[src/rtl/weight_read_sequencer.sv]
// weight_read_sequencer
// Streams one input vector past a neuron's weight memory. While the vector
// is streaming, each accepted sample issues a read at the next weight address
// in the same cycle. The sample is delayed by one cycle so that it lines up
// with the memory's registered read data. The aligned (x, w) pair then goes
// to the MAC with first/last markers, and a done pulse follows each complete
// vector.
//
// Optional feature (macro BIAS_FETCH_EN): during the DRAIN cycle one extra
// read is issued at address numWeight. Its data is presented on bias, with
// bias_valid asserted, in the done cycle. This needs numWeight < 2**addressWidth.
//
// Ports:
//   clk, rst        clock, synchronous active-high reset
//   start           pulse: begin (or restart) a vector
//   in_valid/in_data  input sample stream
//   ren/raddr       weight memory read request (combinational)
//   wout            weight memory read data (1-cycle latency)
//   mac_valid/mac_x/mac_w/mac_first/mac_last  aligned pair to the MAC
//   busy            vector in progress (STREAM or DRAIN)
//   done            one-cycle pulse when the vector is complete
//   err_overrun     sticky: a sample arrived outside STREAM
//   bias_valid/bias (BIAS_FETCH_EN only) fetched bias word
module weight_read_sequencer #(
   parameter int numWeight    = 784,
   parameter int addressWidth = 10,
   parameter int dataWidth    = 16
) (
   input  logic                    clk,
   input  logic                    rst,
   input  logic                    start,
   input  logic                    in_valid,
   input  logic [dataWidth-1:0]    in_data,
   output logic                    ren,
   output logic [addressWidth:0]   raddr,
   input  logic [dataWidth-1:0]    wout,
   output logic                    mac_valid,
   output logic [dataWidth-1:0]    mac_x,
   output logic [dataWidth-1:0]    mac_w,
   output logic                    mac_first,
   output logic                    mac_last,
   output logic                    busy,
   output logic                    done,
   output logic                    err_overrun
`ifdef BIAS_FETCH_EN
   ,
   output logic                    bias_valid,
   output logic [dataWidth-1:0]    bias
`endif
);

   typedef enum logic [1:0] {
      IDLE   = 2'd0,
      STREAM = 2'd1,
      DRAIN  = 2'd2
   } state_t;

   localparam logic [addressWidth:0] LAST_IDX = (addressWidth+1)'(numWeight - 1);
`ifdef BIAS_FETCH_EN
   localparam logic [addressWidth:0] BIAS_ADDR = (addressWidth+1)'(numWeight);
`endif

   state_t                  state_r;
   logic [addressWidth:0]   count_r;
   logic [dataWidth-1:0]    x_r;
   logic                    v_r;
   logic                    first_r;
   logic                    last_r;
   logic                    done_r;
   logic                    err_r;
   logic                    accept_s;
`ifdef BIAS_FETCH_EN
   logic                    bias_valid_r;
`endif

   // Sample acceptance: start in the same cycle takes priority over in_valid.
   // Reset also masks acceptance so that ren stays low while rst is held.
   always_comb begin
      accept_s = in_valid && (state_r == STREAM) && !start && !rst;
   end

   // Read request: zero-latency address issue, so the data returns in step
   // with the delayed sample.
   always_comb begin
      ren   = 1'b0;
      raddr = '0;
      if (rst) begin
         ren   = 1'b0;
         raddr = '0;
      end else begin
         case (state_r)
            STREAM: begin
               ren   = accept_s;
               raddr = count_r;
            end
`ifdef BIAS_FETCH_EN
            DRAIN: begin
               ren   = 1'b1;
               raddr = BIAS_ADDR;
            end
`endif
            default: begin
               ren   = 1'b0;
               raddr = '0;
            end
         endcase
      end
   end

   // Sequencer FSM and sample/marker delay pipeline.
   always_ff @(posedge clk) begin
      if (rst) begin
         state_r <= IDLE;
         count_r <= '0;
         x_r     <= '0;
         v_r     <= 1'b0;
         first_r <= 1'b0;
         last_r  <= 1'b0;
         done_r  <= 1'b0;
         err_r   <= 1'b0;
      end else begin
         case (state_r)
            IDLE: begin
               v_r     <= 1'b0;
               first_r <= 1'b0;
               last_r  <= 1'b0;
               done_r  <= 1'b0;
               if (start) begin
                  state_r <= STREAM;
                  count_r <= '0;
                  err_r   <= 1'b0;
               end else if (in_valid) begin
                  err_r <= 1'b1;
               end
            end
            STREAM: begin
               done_r <= 1'b0;
               if (start) begin
                  // Abort: restart the vector and drop any pending pair.
                  count_r <= '0;
                  v_r     <= 1'b0;
                  first_r <= 1'b0;
                  last_r  <= 1'b0;
                  err_r   <= 1'b0;
               end else if (in_valid) begin
                  x_r     <= in_data;
                  v_r     <= 1'b1;
                  first_r <= (count_r == '0);
                  last_r  <= (count_r == LAST_IDX);
                  if (count_r == LAST_IDX) begin
                     count_r <= '0;
                     state_r <= DRAIN;
                  end else begin
                     count_r <= count_r + 1'b1;
                  end
               end else begin
                  v_r     <= 1'b0;
                  first_r <= 1'b0;
                  last_r  <= 1'b0;
               end
            end
            DRAIN: begin
               // start is ignored here; the vector always completes with done.
               v_r     <= 1'b0;
               first_r <= 1'b0;
               last_r  <= 1'b0;
               done_r  <= 1'b1;
               state_r <= IDLE;
               if (in_valid) begin
                  err_r <= 1'b1;
               end
            end
            default: begin
               state_r <= IDLE;
               count_r <= '0;
               v_r     <= 1'b0;
               first_r <= 1'b0;
               last_r  <= 1'b0;
               done_r  <= 1'b0;
            end
         endcase
      end
   end

`ifdef BIAS_FETCH_EN
   // Bias word returns one cycle after the DRAIN read, i.e. in the done cycle.
   always_ff @(posedge clk) begin
      if (rst) begin
         bias_valid_r <= 1'b0;
      end else begin
         bias_valid_r <= (state_r == DRAIN);
      end
   end

   // Bias is the memory data, forced to zero outside its valid cycle.
   always_comb begin
      bias_valid = bias_valid_r;
      if (bias_valid_r) begin
         bias = wout;
      end else begin
         bias = {dataWidth{1'b0}};
      end
   end
`endif

   // Output mapping; the weight is a straight pass-through of the memory data.
   always_comb begin
      mac_valid   = v_r;
      mac_x       = x_r;
      mac_w       = wout;
      mac_first   = first_r;
      mac_last    = last_r;
      busy        = (state_r == STREAM) || (state_r == DRAIN);
      done        = done_r;
      err_overrun = err_r;
   end

endmodule

[config.mk]
export PLATFORM = sky130hd
export DESIGN_NAME = weight_read_sequencer
export DESIGN_NICKNAME = d
export VERILOG_FILES = /design/src/rtl/weight_read_sequencer.sv
export SDC_FILE = /design/constraint.sdc
export NUM_CORES = 1
export LEC_CHECK = 0
export ABC_AREA = 0
export CAP_MARGIN = 20
export CORE_MARGIN = 2
export CORE_UTILIZATION = 30
export CTS_CLUSTER_DIAMETER = 40
export DETAILED_ROUTE_END_ITERATION = 6
export PLACE_DENSITY = 0.72
export SETUP_SLACK_MARGIN = 0.15
export SLEW_MARGIN = 0
export SYNTH_ARGS = -nofsm -noshare
export SYNTH_HDL_FRONTEND = slang
export SYNTH_SLANG_ARGS = --single-unit
[constraint.sdc]
create_clock -name clk -period 2.2 [get_ports clk]
set_input_delay 0.44 -clock clk [delete_from_list [all_inputs] [get_ports clk]]
set_output_delay 0.44 -clock clk [all_outputs]
set_load 0.05 [all_outputs]
== Yosys cells after proc, flatten, opt, wreduce, memory -nomap -nowiden ==
Index checks and enable logic that the tools add are counted.

* Mux-type cells: 20
* $add $sub $neg: 1
* Equality and inequality tests: 9
* Reduce and logical (&&, ||, !) cells: 15
* Bitwise operators: 4

{| class="wikitable"
|+ Operator list
! cell !! number
|-
| 11-bit two-way mux || 6
|-
| 11-bit case mux with 3 select lines || 1
|-
| 11-bit by 1-bit adder with 11-bit output (second input constant) || 1
|-
| 11-bit by 10-bit == test with 1-bit output (second input constant) || 1
|-
| 11-bit zero test || 1
|-
| 2-bit two-way mux || 4
|-
| 2-bit inequality test (second input constant) || 4
|-
| 1-bit two-way mux || 7
|-
| 3-bit AND reduction || 2
|-
| 1-bit inverter || 4
|-
| 2-bit case mux with 2 select lines || 1
|-
| 4-bit AND reduction || 1
|-
| 4-bit OR reduction || 1
|-
| 1-bit logical AND || 3
|-
| 3-bit inequality test (second input constant) || 1
|-
| 1-bit case mux with 3 select lines || 1
|-
| 3-bit nonzero test || 1
|-
| 3-bit OR reduction || 1
|-
| 2-bit by 1-bit == test with 1-bit output (second input constant) || 1
|-
| 2-bit == test (second input constant) || 1
|-
| 1-bit zero test || 2
|-
| 2-bit zero test || 1
|-
| 2-bit by 1-bit inequality test with 1-bit output (second input constant) || 1
|-
| 2-bit AND reduction || 1
|-
| 1-bit logical OR || 1
|}

* Input bits: 36
* Bits in registers: 34

== Logic depth before layout (Yosys ltp) ==
Gate-level depths: netlist of the first run.

* Depth in word-level cells: 6
* Mapped depth: 8
* Gate-level depth less buffers: 6

== Worst setup path before layout of the first run ==
Ideal clock, no wire load.

* Path type: register to output
* Start: register state_r[1]
* End: output port ren
* Stages on the path, launching flop included: 6
* Slack: 32 ps
* Data arrival time: 1,728 ps
* Buffers on the path: 0
* Data required time: 1,760 ps
* Path through: dfxtp_1 inv_1 ha_1 nor2b_1 nand2_1 nor2_1

* Longest elaborated chain between the ends: 6

{| class="wikitable"
|+ Ends and longest elaborated chain
! what !! line !! text
|-
| start: declaration || 63 || <nowiki>state_t state_r;</nowiki>
|-
| start signal: assignment || 113 || <nowiki>state_r <= IDLE;</nowiki>
|-
| start signal: assignment || 129 || <nowiki>state_r <= STREAM;</nowiki>
|-
| start signal: assignment || 152 || <nowiki>state_r <= DRAIN;</nowiki>
|-
| 2-bit by 1-bit == test with 1-bit output * || 79, 91 ||
|-
| 1-bit logical AND (3 in series) || 79 || <nowiki>accept_s = in_valid && (state_r == STREAM) && !start && !rst;</nowiki>
|-
| 1-bit two-way mux * || 91 || <nowiki>case (state_r)</nowiki>
|-
| 1-bit two-way mux * || 87 || <nowiki>if (rst) begin</nowiki>
|-
| end: declaration || 34 || <nowiki>output logic ren,</nowiki>
|}

Mark *: on every way between the ends. The rest lies on a longest branch, timed or not.

== Worst setup path in the final report of the first run ==
* Start: register state_r[0]
* End: register count_r[9]

* Longest elaborated chain between the ends: 3
* Elaborated cells on any way between the ends: 8
* Those cells by class: eq/ne: 4; mux: 1; bitwise: 1; reduce/logical: 2

{| class="wikitable"
|+ Ends and longest elaborated chain
! what !! line !! text
|-
| 2-bit by 1-bit == test with 1-bit output (tied with other cells) || 122 || <nowiki>case (state_r)</nowiki>
|-
| 3-bit inequality test (no line) (tied with other cells) || n/a ||
|-
| 3-bit AND reduction (no line) || n/a ||
|-
| end signal: assignment || 154 || <nowiki>count_r <= count_r + 1'b1;</nowiki>
|-
| end: declaration || 64 || <nowiki>logic [addressWidth:0] count_r;</nowiki>
|}

Several ways; a longest one is shown, not always the timed one.
A chain may end at the register's enable or synchronous reset.

==> results of run 1 <==
==> worst max path at each step <==
stage / startpoint / endpoint / slack, ns / depth (start not counted)
final: state_r[0] / count_r[9] / 0.19 / 6
after global routing: state_r[0] / count_r[9] / 0.14 / 6
after CTS: state_r[1] / raddr[9] / 0.15 / 7
after detailed placement: start / count_r[9] / -0.14 / 5
after global placement: start / count_r[9] / -0.11 / 5
after floorplan: state_r[1] / count_r[9] / 0.18 / 6
==> critical path: stages (launching register included) <==
cell     delay [ns]
dfxtp_4        0.37
inv_1          0.06
ha_1           0.23
nor2b_1        0.16
or4_4          0.50
or4_4          0.49
a21oi_2        0.13
==> synthesized netlist by cell type, drive strengths merged (5+ instances only) <==
| master | count |
|---|---|
| nor2 | 13 |
| o21ai | 6 |
| and2 | 13 |
| ha | 6 |
| dfxtp | 34 |
| nor2b | 5 |
| inv | 6 |
| nand2 | 38 |
| buf | 17 |
| a21oi | 24 |
| clkbuf | 8 |
| or4 | 6 |
==> cells by family after synthesis <==
kind of cell | after synthesis | synth area share (%)
AND/OR/NAND/NOR | 94 | 29.2
AO/OA/AOI/OAI | 37 | 12.6
flip-flops | 34 | 40.9
buffers and inverters | 31 | 10.7
adder cells (fa/ha/maj) | 6 | 4.51
XOR/XNOR | 4 | 2.11
==> what timing repair did <==
action	CTS	global route
resized for setup	22	7
setup buffers	1	1
cloned	1	0
pin swaps	0	1
setup endpoints to repair	13	16
==> through the flow <==
step	area, sq um	power [mW]
6_report	2580	1.36
5_1_grt	2580	1.43
4_1_cts	2540	1.37
3_5_place_dp	2380	0.877
3_3_place_gp	2380	0.873
2_1_floorplan	1670	0.846
==> layout by cell type (no fill, tap or decap), drive strengths merged <==
master,netlist,layout
nand3,3,3
or4,6,6
clkdlybuf4s50,0,38
o31ai,3,3
nand3b,1,1
clkinv,0,1
nor2b,5,5
o21ai,6,6
dlymetal6s2s,0,2
clkbuf,8,6
or3,3,3
and4,1,1
nand4,2,2
dfxtp,34,34
nand2,38,38
buf,17,32
a211oi,1,1
nor2,13,13
nor3b,2,2
inv,6,6
nand2b,1,1
nor4,3,3
a21o,1,1
and2,13,13
nor3,2,2
o41ai,2,2
a21oi,24,24
clkinvlp,0,1
xnor2,4,4
nor4b,1,1
ha,6,6
==> layout make-up <==
class | instances | share of cell area (%)
sequential | 34 | 26.6
tap | 72 | 3.49
clock inverter | 2 | 0.485
timing repair buffer | 72 | 31.7
clock buffer | 6 | 3.20
inverter | 6 | 0.873
multi-input combinational | 141 | 33.6
==> sequential cells by signal, indices dropped and copies added, names as in the netlist <==
register / count
mac_x: 16
mac_valid: 1
done: 1
count_r: 11
mac_last: 1
state_r: 2
mac_first: 1
err_overrun: 1
==> metal layers <==
| layer | up-vias | part of all wire [%] | track usage, % |
|---|---|---|---|
| li1 | 784 | - | - |
| met5 | - | 0 | 0 |
| met2 | 43 | 48 | 23.0 |
| met1 | 695 | 45 | 16.9 |
| met4 | 0 | 2.4 | 6.32 |
| met3 | 12 | 5.1 | 4.02 |
==> power breakdown <==
group / switching (mW) / leakage [nW] / internal (mW) / total, mW
combinational: 0.123 / 0.616 / 0.115 / 0.239
sequential: 0.0114 / 0.276 / 0.630 / 0.641
clock: 0.224 / 0.0472 / 0.251 / 0.476
==> key figures, run 1 <==
Outcome
  – Outcome: finished clean

Power and ir drop
  – Pwr/cell area: 525 nW/um^2
  – Lkg Pwr: 0.939 nW
  – Worst vdd ir: 0.294 mV

Floorplanning
  – Core area: 5440 sq um
  – Die height: 78.5 um
  – Top-level I/O count: 86
  – Rows: 27
  – Starting Density: 30.6%
  – Die W: 78.5 um
  – Die area: 6160 sq um

STA
  – PnR worst setup slack: 0.189 ns
  – Fmax: 0.497 GHz
  – Max-slew headroom: 65.6%
  – Fin. Hold Viols: 0
  – Worst-margin pin slew: 0.514 ns
  – Clk_skew: 0.00449 ns
  – Hold WS: 0.453 ns
  – Fin Setup TNS: 0 ns
  – Tmin final: 2.01 ns
  – Final Max Slew Viols: 0
  – Final setup fails: 0
  – Final period utilization: 91.4%
  – Unrepaired setup endpoints after global routing: true

Global routing
  – GRT overflow: 0
  – Vias in the first global route: 1478
  – Pin count of the biggest net entering global routing: 24
  – Total GRT Usage: 14.0%
  – Initial antenna violation count: 0
  – First-pass GRT wire length: 6820 um

Synthesis
  – Distinct cell type count of the synthesized netlist: 32
  – FF+latch count, synth: 34
  – Largest area contributor in the netlist: dfxtp_1
  – Top cells by area in the synthesized netlist: dfxtp_1 41%, nand2_1 8.6%, buf_4 7.2%
  – Post-synth EDFFs: 0
  – Yosys top cell area share: 40.9%
  – Cells after Synth: 206
  – Sequential share of the synthesized area: 40.9%
  – Syn Nets: 248
  – Syn Area/Cell: 8.08 sq um
  – Post-Syn Area: 1660 sq um
  – Synth Warn #: 0
  – Top_reg_cell synth: dfxtp_1
  – Asr flop ratio synth: 0%

Placement
  – Inst Count DP: 322
  – Post-Place Worst Slack: -0.140 ns
  – Post-DP HPWL: 3100 um
  – Gpl congestion: 0.805
  – IO buf count: 53

Detailed routing
  – DR iter-0 viols: 38
  – Routed wire length: 4160 um
  – Vias per inst: 4.61
  – Via count: 1534
  – Antenna Nets Post-Route: 0
  – Number of detailed-route iterations in the first pass: 4
  – Residual DRC: 0
  – Wire per inst: 12.5 um

Cells and area
  – Fillers: 506
  – Area Growth Syn to Fin: 55.1%
  – Final core utilization: 47.5%
  – Multi-input gate area in the final layout: 868 sq um
  – Register area: 686 sq um
  – Finished Layout Cells: 333
  – Number of diodes: 0
  – Share of cells above drive strength 1: 24.5%
  – Layout Nets: 302

CTS
  – CTS tree: yes
  – Clock Tree Buf Depth: 2
  – Number of CTS-inserted buffers: 5
  – Root buffer cell: clkbuf_8
  – H-tree depth: 2
  – Hold buffers post-CTS: 0
  – Clock latency on the worst-skew pair: 0.28 ns
  – Clock slew at reported path FFs: 0.07 ns
  – Sinks on Clock Net: 34

Min path
  – Hold Path Depth: 2
  – Hold endpoint: mac_x[7]
  – Worst Hold Class: reg -> reg
  – Worst Hold Launch: mac_x[7]

Run
  – Max cap viols: 0

Critical path
  – Worst path required time: 2.42 ns
  – Crit path max fanout: 4
  – WS Path Type: reg -> reg
  – Worst EP arrival: 2.23 ns
  – Reg-to-reg endpoint: count_r[9]
  – Reg2Reg Setup Slack: 0.19 ns
  – Startpoint Class: flip-flop
  – Worst setup EP type: flip-flop
  – FF-to-FF Start: state_r[0]
  – R2R depth: 6
Note: power is estimated with default switching activity, not from simulation.
==> run 2, diff against run 1 <==
--- a/config.mk
+++ b/config.mk
@@ -8,10 +8,10 @@
 export ABC_AREA = 0
 export CAP_MARGIN = 20
 export CORE_MARGIN = 2
-export CORE_UTILIZATION = 30
+export CORE_UTILIZATION = 38
 export CTS_CLUSTER_DIAMETER = 40
 export DETAILED_ROUTE_END_ITERATION = 6
-export PLACE_DENSITY = 0.72
+export PLACE_DENSITY = 0.85
 export SETUP_SLACK_MARGIN = 0.15
 export SLEW_MARGIN = 0
 export SYNTH_ARGS = -nofsm -noshare
==> run 2 against run 1 <==
Effect of this change: non-clock buffer count fell by 1; first-iteration DRC count up 89%; utilization is 11 points higher; sequential share of layout area rose by 0.57 points; count of clock-buffer cells in the layout decreased by 1; critical path depth is the same; maximum frequency up 0.99%; critical endpoint unchanged; largest power group unchanged.
==> key figures, run 2 (synthesis results as in run 1) <==
Power and ir drop
  – Lkg Pwr: 0.913 nW (-2.8%)
  – Total power: 1.31 mW (-3.4%)
  – Pwr/cell area: 518 nW/um^2 (-1.3%)
  – Worst vdd ir: 0.263 mV (-11%)

Run
  – Max cap viols: 0 (unchanged)

Critical path
  – WS Path Type: reg -> reg
  – Worst setup EP type: flip-flop
  – Crit path max fanout: 4 (unchanged)
  – Reg2Reg Setup Slack: 0.21 ns (+0.02 ns)
  – Worst path required time: 2.42 ns (about the same)
  – Crit path from: state_r[0]
  – Worst EP arrival: 2.21 ns (-0.02 ns)
  – FF-to-FF Start: state_r[0]
  – R2R depth: 6 (unchanged)
  – Startpoint Class: flip-flop

Global routing
  – Pin count of the biggest net entering global routing: 25 (+4.2%)
  – GRT overflow: 0 (unchanged)
  – First-pass GRT wire length: 6950 um (+1.9%)
  – Initial antenna violation count: 0 (unchanged)
  – Vias in the first global route: 1542 (+4.3%)
  – Total GRT Usage: 17.7% (+3.7 points)

Detailed routing
  – DR iter-0 viols: 72 (+89%)
  – Vias per inst: 4.96 (+7.8%)
  – Residual DRC: 0 (unchanged)
  – Via count: 1544 (+0.65%)
  – Number of detailed-route iterations in the first pass: 4 (unchanged)
  – Routed wire length: 4220 um (+1.3%)
  – Wire per inst: 13.6 um (+8.5%)
  – Antenna Nets Post-Route: 0 (unchanged)

Placement
  – IO buf count: 53 (unchanged)
  – Gpl congestion: 0.802 (-0.34%)
  – Post-DP HPWL: 3040 um (-2.0%)
  – Inst Count DP: 302 (-6.2%)

Floorplanning
  – Starting Density: 38.8% (+8.2 points)
  – Core area: 4290 sq um (-21%)
  – Die W: 70.2 um (-11%)
  – Die area: 4920 sq um (-20%)
  – Top-level I/O count: 86 (unchanged)
  – Rows: 24 (-11%)
  – Die height: 70.2 um (-11%)

CTS
  – Number of CTS-inserted buffers: 5 (unchanged)
  – H-tree depth: 2 (unchanged)
  – Sinks on Clock Net: 34 (unchanged)
  – CTS tree: yes
  – Clock slew at reported path FFs: 0.07 ns (about the same)
  – Root buffer cell: clkbuf_8
  – Hold buffers post-CTS: 0 (unchanged)
  – Clock latency on the worst-skew pair: 0.29 ns (about the same)
  – Clock Tree Buf Depth: 2 (unchanged)

Cells and area
  – Final core utilization: 58.9% (+11 points)
  – Number of diodes: 0 (unchanged)
  – Share of cells above drive strength 1: 25.9% (+1.3 points)
  – Layout Nets: 301 (-0.33%)
  – Largest register FFs: 16 (unchanged)
  – Area Growth Syn to Fin: 51.9%
  – Most frequent cells in the layout: 39 x clkdlybuf4s50_1, 37 x nand2_1, 32 x dfxtp_1
  – Finished Layout Cells: 311 (-6.6%)
  – Leading cell type in the layout, fill and taps excluded: clkdlybuf4s50_1

STA
  – Tmin final: 1.99 ns (-0.0198 ns)
  – Fmax: 0.502 GHz (+0.99%)
  – Final setup fails: 0 (unchanged)
  – Fin Setup TNS: 0 ns (unchanged)
  – Worst-margin pin slew: 0.567 ns (+0.0532 ns)
  – Final period utilization: 90.5% (-0.90 points)
  – Unrepaired setup endpoints after global routing: false
  – Final Max Slew Viols: 0 (unchanged)
  – Clk_skew: 0.00685 ns (+0.00236 ns)
  – Fin. Hold Viols: 0 (unchanged)
  – Max-slew headroom: 62.2% (-3.4 points)
  – Hold WS: 0.454 ns (+0.000546 ns)

Outcome
  – Outcome: finished clean

Min path
  – Hold Path Depth: 2 (unchanged)
  – Worst Hold Class: reg -> reg
  – Worst Hold Launch: mac_x[12]
run 2: through the flow:
stage	instance area (sq um)	setup slack, ns
6_report	2530	0.209
5_1_grt	2530	0.158
4_1_cts	2490	0.148
3_5_place_dp	2340	-0.0636
3_3_place_gp	2340	-0.0501
2_1_floorplan	1670	0.183
run 2: metal layers:
| metal | up-vias | part of all wire, % | global-route usage (%) | routed length [um] |
|---|---|---|---|---|
| met5 | - | 0 | 0 | 0 |
| met4 | 0 | 1.6 | 9.40 | 68 |
| met3 | 7 | 2.8 | 2.89 | 119 |
| met2 | 28 | 53 | 30.8 | 2250 |
| met1 | 730 | 42 | 20.8 | 1780 |
| li1 | 779 | - | - | - |
run 2: timing repair:
action                     in CTS  in global routing
setup endpoints to repair      14                 16
hold endpoints to repair        0                  0
pin swaps                       2                  1
buffers inserted                1                  0
cloned                          1                  0
gates resized for setup        20                 13
run 2: final timing paths:
check | to
worst max-delay path | count_r[9]
worst min-delay path | mac_x[12]
worst max register to register | count_r[9]
worst min register to register | mac_x[12]
run 2: area by class of cell:
class	instances	area, sq um
fillers	380	1770
multi-input cells	141	878
repair buffers	71	797
flip-flops and latches	34	686
clock buffers	5	68.8
well taps	52	65.1
inverters	6	22.5
clock inverters	2	10.0
run 2: worst max-delay path: stages (launching register included):
cell,delay [ns]
dfxtp_4,0.37
inv_2,0.05
ha_2,0.19
nor2b_2,0.17
or4_4,0.51
or4_4,0.49
a21oi_2,0.13
run 2: report_power, final:
| part | total (mW) | switching (mW) | internal (mW) |
|---|---|---|---|
| clock | 0.430 | 0.218 | 0.212 |
| sequential | 0.642 | 0.0122 | 0.630 |
| combinational | 0.238 | 0.125 | 0.113 |
